===== src/rtl/svd_pkg.sv =====
// Shared constants, store address layout and loader FSM states for the SVD datapath.
package svd_pkg;

  localparam int DATA_W    = 24;
  localparam int ROW_LOG2  = 3;
  localparam int COL_LOG2  = 2;
  localparam int LANE_LOG2 = 3;
  localparam int ADDR_W    = 6;
  localparam int IN_W      = 28;

  // Store address: {RCn, row[2:0], col[1:0]}
  localparam int RCN_BIT = 5;
  localparam int ROW_MSB = 4;
  localparam int ROW_LSB = 2;
  localparam int COL_MSB = 1;
  localparam int COL_LSB = 0;

  localparam logic RCN_COL = 1'b0;
  localparam logic RCN_ROW = 1'b1;

  typedef enum logic [1:0] {
    LD_IDLE  = 2'd0,
    LD_LOAD  = 2'd1,
    LD_WRITE = 2'd2,
    LD_DONE  = 2'd3
  } ld_state_e;

endpackage


===== src/rtl/a_loader_sat.sv =====
// Combinational signed saturator from in_width down to data_width, with a clamp indicator.
module a_loader_sat #(
  parameter int in_width   = 28,
  parameter int data_width = 24
) (
  input  logic [in_width-1:0]   din_i,
  output logic [data_width-1:0] dout_o,
  output logic                  sat_o
);

  localparam logic signed [in_width-1:0] SAT_MAX =
    {{(in_width-data_width+1){1'b0}}, {(data_width-1){1'b1}}};
  localparam logic signed [in_width-1:0] SAT_MIN =
    {{(in_width-data_width+1){1'b1}}, {(data_width-1){1'b0}}};

  logic signed [in_width-1:0] din_s;
  assign din_s = $signed(din_i);

  always_comb begin
    dout_o = din_i[data_width-1:0];
    sat_o  = 1'b0;
    if (din_s > SAT_MAX) begin
      dout_o = {1'b0, {(data_width-1){1'b1}}};
      sat_o  = 1'b1;
    end else if (din_s < SAT_MIN) begin
      dout_o = {1'b1, {(data_width-1){1'b0}}};
      sat_o  = 1'b1;
    end
  end

endmodule


===== src/rtl/a_loader.sv =====
// Streams matrix A column-major into 2-column store words, one column-mode write per pair.
// Define A_LOADER_SAT_EN for wide signed input with saturation and a sticky sat_flag.
//
// state    | meaning
// LD_IDLE  | waiting for start
// LD_LOAD  | accepting 16 elements of the current column pair into the pack register
// LD_WRITE | one-cycle column-mode store write of the pack register
// LD_DONE  | one-cycle done pulse
module a_loader
  import svd_pkg::*;
#(
  parameter int data_width        = DATA_W,
  parameter int no_of_row         = ROW_LOG2,
  parameter int no_of_col         = COL_LOG2,
  parameter int max_no_of_row_col = LANE_LOG2,
`ifdef A_LOADER_SAT_EN
  parameter int in_width          = IN_W,
`endif
  parameter int addr_width        = ADDR_W
) (
  input  logic                                         clk,
  input  logic                                         rst_n,
  input  logic                                         start,
  input  logic                                         s_valid,
  output logic                                         s_ready,
`ifdef A_LOADER_SAT_EN
  input  logic [in_width-1:0]                          s_data,
  output logic                                         sat_flag,
`else
  input  logic [data_width-1:0]                        s_data,
`endif
  output logic                                         st_we,
  output logic [addr_width-1:0]                        st_addr,
  output logic [2*data_width*(2**max_no_of_row_col)-1:0] st_data,
  output logic                                         busy,
  output logic                                         done
);

  localparam int LANES     = 2**max_no_of_row_col;
  localparam int BUS_W     = 2*data_width*LANES;
  localparam int CNT_W     = max_no_of_row_col + 1;
  localparam logic [no_of_col-1:0] LAST_BASE = no_of_col'((2**no_of_col) - 2);

  ld_state_e              state_q, state_d;
  logic [CNT_W-1:0]       elem_cnt_q, elem_cnt_d;
  logic [no_of_col-1:0]   col_base_q, col_base_d;
  logic [BUS_W-1:0]       pack_q, pack_d;
  logic [addr_width-1:0]  addr_hold_q;
  logic [BUS_W-1:0]       data_hold_q;
  logic [addr_width-1:0]  wr_addr;
  logic [data_width-1:0]  elem;
  logic                   xfer;

`ifdef A_LOADER_SAT_EN
  logic sat_w;
  logic sat_q, sat_d;

  a_loader_sat #(
    .in_width   (in_width),
    .data_width (data_width)
  ) u_sat (
    .din_i  (s_data),
    .dout_o (elem),
    .sat_o  (sat_w)
  );

  assign sat_flag = sat_q;
`else
  assign elem = s_data;
`endif

  // Row bits are always zero: a column-mode write addresses the whole pair.
  assign wr_addr = {RCN_COL, {no_of_row{1'b0}}, col_base_q};

  assign s_ready = (state_q == LD_LOAD);
  assign xfer    = s_valid && s_ready;
  assign busy    = (state_q == LD_LOAD) || (state_q == LD_WRITE);
  assign done    = (state_q == LD_DONE);
  assign st_we   = (state_q == LD_WRITE);
  assign st_addr = st_we ? wr_addr : addr_hold_q;
  assign st_data = st_we ? pack_q  : data_hold_q;

  always_comb begin
    state_d    = state_q;
    elem_cnt_d = elem_cnt_q;
    col_base_d = col_base_q;
    pack_d     = pack_q;
`ifdef A_LOADER_SAT_EN
    sat_d      = sat_q;
`endif
    case (state_q)
      LD_IDLE: begin
        if (start) begin
          state_d    = LD_LOAD;
          elem_cnt_d = '0;
          col_base_d = '0;
`ifdef A_LOADER_SAT_EN
          sat_d      = 1'b0;
`endif
        end
      end
      LD_LOAD: begin
        if (xfer) begin
          // {h, r} counts lanes 0..15, so the lane offset is just elem_cnt * width.
          pack_d[int'(elem_cnt_q)*data_width +: data_width] = elem;
          elem_cnt_d = elem_cnt_q + CNT_W'(1);
`ifdef A_LOADER_SAT_EN
          if (sat_w) sat_d = 1'b1;
`endif
          if (elem_cnt_q == {CNT_W{1'b1}}) state_d = LD_WRITE;
        end
      end
      LD_WRITE: begin
        if (col_base_q == LAST_BASE) begin
          state_d = LD_DONE;
        end else begin
          col_base_d = col_base_q + no_of_col'(2);
          elem_cnt_d = '0;
          state_d    = LD_LOAD;
        end
      end
      LD_DONE: state_d = LD_IDLE;
      default: state_d = LD_IDLE;
    endcase
  end

  always_ff @(posedge clk) begin
    if (!rst_n) begin
      state_q     <= LD_IDLE;
      elem_cnt_q  <= '0;
      col_base_q  <= '0;
      pack_q      <= '0;
      addr_hold_q <= '0;
      data_hold_q <= '0;
`ifdef A_LOADER_SAT_EN
      sat_q       <= 1'b0;
`endif
    end else begin
      state_q     <= state_d;
      elem_cnt_q  <= elem_cnt_d;
      col_base_q  <= col_base_d;
      pack_q      <= pack_d;
      addr_hold_q <= st_addr;
      data_hold_q <= st_data;
`ifdef A_LOADER_SAT_EN
      sat_q       <= sat_d;
`endif
    end
  end

endmodule


===== config.mk =====
export PLATFORM = sky130hd
export DESIGN_NAME = a_loader
export DESIGN_NICKNAME = d
export VERILOG_FILES = /design/src/rtl/svd_pkg.sv /design/src/rtl/a_loader_sat.sv /design/src/rtl/a_loader.sv
export SDC_FILE = /design/constraint.sdc
export NUM_CORES = 2
export LEC_CHECK = 0
export ABC_AREA = 0
export CORE_MARGIN = 10
export CORE_UTILIZATION = 45
export DETAILED_ROUTE_END_ITERATION = 12
export DONT_BUFFER_PORTS = 1
export PLACE_DENSITY = 0.71
export SETUP_SLACK_MARGIN = 0.4
export SLEW_MARGIN = 20
export SYNTH_ARGS = -nofsm -noshare
export SYNTH_HDL_FRONTEND = slang
export SYNTH_SLANG_ARGS = --single-unit
export TNS_END_PERCENT = 10

===== constraint.sdc =====
create_clock -name clk -period 5.17 [get_ports clk]
set_input_delay 0.517 -clock clk [delete_from_list [all_inputs] [get_ports clk]]
set_output_delay 0.517 -clock clk [all_outputs]
set_load 0.01 [all_outputs]

==> impl_results.md <==
- Overall via count from detail_route: 22400
- Type of element capturing the critical path: flop
- Placed cell area: 32900 sq um
- Relative max-transition margin: 0.195
- Routability congestion estimate: 0.954
- H-tree depth reported by CTS: 3
- DIE WIDTH: 288 microns
- Pin count of the biggest net entering global routing: 450
- Worst setup SP type: flop
- Number of pins exceeding their max-slew limit in the final report: 0
- Via count of the first global-routing pass: 21400
- Worst hold slack: 0.0266 ns
- Wire length of the first global-routing pass: 140000 microns
- Largest cells by area after synthesis: dfxtp_1 49%, mux2_2 14%, mux2i_1 9.3%
- Non-filler instance count after layout: 4058
- Maximum VDD drop: 0.000261 V
- Synthesis-to-layout area growth: 11.5%
- Total congestion overflow: 0
- Data arrival time of the worst path: 4.75 ns
- Number of enable flip-flop cells after synthesis: 0
- Layout cell share with drive strength beyond 1: 0.209
- Max Clk Rate: 235 MHz
- Setup-violating endpoint count in the final report: 0
- # DRC: 0
- Syn_area_per_cell: 10.3 sq um
- # IOs: 422
- Yosys reg bits: 781
- Clock sink count: 781
- Initial core utilization: 0.452
- Commonest cells post-synth: 781 x dfxtp_1, 402 x mux2_2, 401 x and2_1, 328 x nor2_1, 298 x mux2i_1
- Delay-heaviest family, CP: compound AO/OA/AOI/OAI gates
- Worst Clk Skew: 0.0188 ns
- Measured slew at the worst slew-check pin: 1.21 ns
- Critical path launch point: elem_cnt_q[2]
- HP Class: input port to flop
- DRT Wirelength: 94800 microns
- Async S/R FF share, synth: 0
- Number of placed instances with taps included: 3906
- Number of cells on the critical path: 14
- Register clock-pin slew on the reported worst setup and hold paths: 0.07 ns
- Synthesized area: 32200 sq um
- Result of the run: finished clean
- Routed wire length per instance: 23.4 microns
- Chip height: 288 microns
- Required time at the endpoint of the critical path: 5.67 ns
- Placement Rows: 98
- Drt first-iter violations: 1625
- Reg2reg end: pack_q[210]
- Core Area: 71200 sq um
- Ys Warns: 0
- Minimum clock period: 4.25 ns
- Register-to-Register Setup Slack: 0.92 ns
- Number of detailed-route iterations in the first pass: 8
- Leak: 15.7 nW
- Cell count after synthesis: 3130
- Standard cell with the maximum stage delay on the critical path: and3_1
- Clock latency at the later pin of the worst-skew pair: 0.64 ns
- Syn nets: 3171
- Remaining antenna violation count after routing: 0
- CTS tree: yes
- RSZ-0062 raised after global routing: false
- Aggregate global-route resource usage: 0.220
- Final critical-path share of the clock period: 0.821
- Maximum buffer depth of the clock tree: 3
- Number of CTS-inserted buffers: 84
- Post-placement setup slack: 0.856 ns
- Placed wire-length estimate: 65100 microns
- Top fanout value on the critical path: 22
- Critical R2R Launch: elem_cnt_q[2]
- Floorplan die area: 82700 sq um
- Most instantiated flip-flop cell in the synthesis netlist: dfxtp_1
- Worst reg2reg path depth: 14
- CP Class: flop to flop
- Distinct cell type count of the synthesized netlist: 76
- CTS Root Buffer Type: clkbuf_16
- Sequential element share of the synthesized area: 0.485
- Total power after layout: 15.1 mW
- Antenna cells: 0
- Fillcell total: 6426
- Power per Cell Area: 421 nW/um^2
- Final Worst Setup Slack: 0.923 ns
- Longest individual stage delay on the worst path: 0.67 ns
- Antenna violations before repair: 0
- Most used standard cell by instance count after synthesis: dfxtp_1
- Core occupancy in the finished layout: 0.504
- Top cell type's share of synthesized area: 0.485
- Max_cap viols: 0
- Setup TNS: 0 ns
- Post-CTS repair timing setup buffer count: 0
- Sum of buffers and inverters on the critical path: 2
- Final net count: 3084
- Port Buf Inserts: 0
- Post-synthesis cell type with the largest combined area: dfxtp_1
- Critical path destination: pack_q[210]
- Average vias per placed instance: 5.53
- Finished layout cell area: 35900 sq um
- Total count of hold-check failures in the final report: 0
- Cell breakdown of the critical path: buf_4 > ha_1 > a21oi_4 > xnor2_2 > buf_4 > nand2_1 > a21oi_1 > ha_1 > and3_1 > o21ai_0 > o22ai_4 > and3_1 > mux2i_1 > nor2_1
==> where the power goes <==
group / internal, mW / switching (mW) / leakage (nW)
clock: 3.82 / 2.49 / 1.44
combinational: 0.853 / 1.81 / 7.92
sequential: 6.10 / 0.0548 / 6.29
==> repair_timing <==
item	4_1_cts	5_1_grt
hold buffers	1	0
resized for setup	0	1
setup endpoints to repair	0	1
endpoints found under the hold margin	1	0
==> worst min-delay path by stage <==
stage | startpoint | endpoint | slack (ns) | cells after the start
global placement | pack_q[357] | pack_q[357] | 0.44 | 2
floorplan | pack_q[278] | pack_q[278] | 0.42 | 2
global route | s_data[4] | pack_q[4] | 0.008 | 2
detailed placement | pack_q[278] | pack_q[278] | 0.44 | 2
finish | rst_n | data_hold_q[339] | 0.03 | 1
CTS | s_data[6] | pack_q[6] | 0.0007 | 2
==> worst reg2reg max path: cells and delay by family, from the launching register on <==
kind / cells / cell delay (ns)
compound gates: 4 / 1.21
simple gates: 4 / 1.12
fa+ha+maj: 2 / 0.58
buf+inv: 2 / 0.49
flops: 1 / 0.33
mux: 1 / 0.26
xor+xnor: 1 / 0.13
==> cell type report <==
class | instances | area (sq um) | area share
multi-input cells | 2115 | 15700 | 0.437
flip-flops and latches | 781 | 15600 | 0.435
well taps | 950 | 1190 | 0.0331
clock buffers | 117 | 2410 | 0.0670
clock inverters | 34 | 543 | 0.0151
inverters | 20 | 82.6 | 0.00230
repair buffers | 41 | 373 | 0.0104
==> metal layers <==
layer / vias up / part of all wire / track usage
met3: 205 / 0.086 / 0.0711
met1: 11000 / 0.40 / 0.265
met4: 0 / 0.039 / 0.0836
li1: 10600 / - / -
met5: - / 0 / 0
met2: 688 / 0.47 / 0.360
==> layout by cell type (no fill, tap or decap), types with 5 or more instances in the layout <==
cell       instances
nand2_1          163
mux2_2           402
a2bb2oi_1         10
nand3_2           25
a221o_1            8
nor2b_1            7
buf_4             35
clkbuf_1          15
o22ai_1           32
o21a_1            10
mux2i_1          298
clkbuf_8          18
ha_1              12
bufinv_16         11
o221ai_1           8
o21ai_0           40
inv_1             17
o31ai_1            8
nor2_1           328
buf_12             5
and3_1            18
nand3_1           85
o211a_1            8
and2_1           401
a32o_1            18
o21ai_1            6
a21oi_1           98
a22oi_1           24
nor3_1            11
a32oi_1           11
clkbuf_16         84
dfxtp_1          780
a211oi_1           7
clkinv_2          10
==> registers in the layout, indices dropped and copies added (netlist names) <==
signal / flops
pack_q: 384
elem_cnt_q: 4
data_hold_q: 384
state_q: 2
col_base_q: 1
addr_hold_q: 6
==> kinds of logic after synthesis <==
kind of cell / synth area share
simple gates: 0.175
flops: 0.485
mux: 0.233
compound gates: 0.0692
buf+inv: 0.0302
fa+ha+maj: 0.00505
xor+xnor: 0.00214
Power figures use the tool's default switching activity.
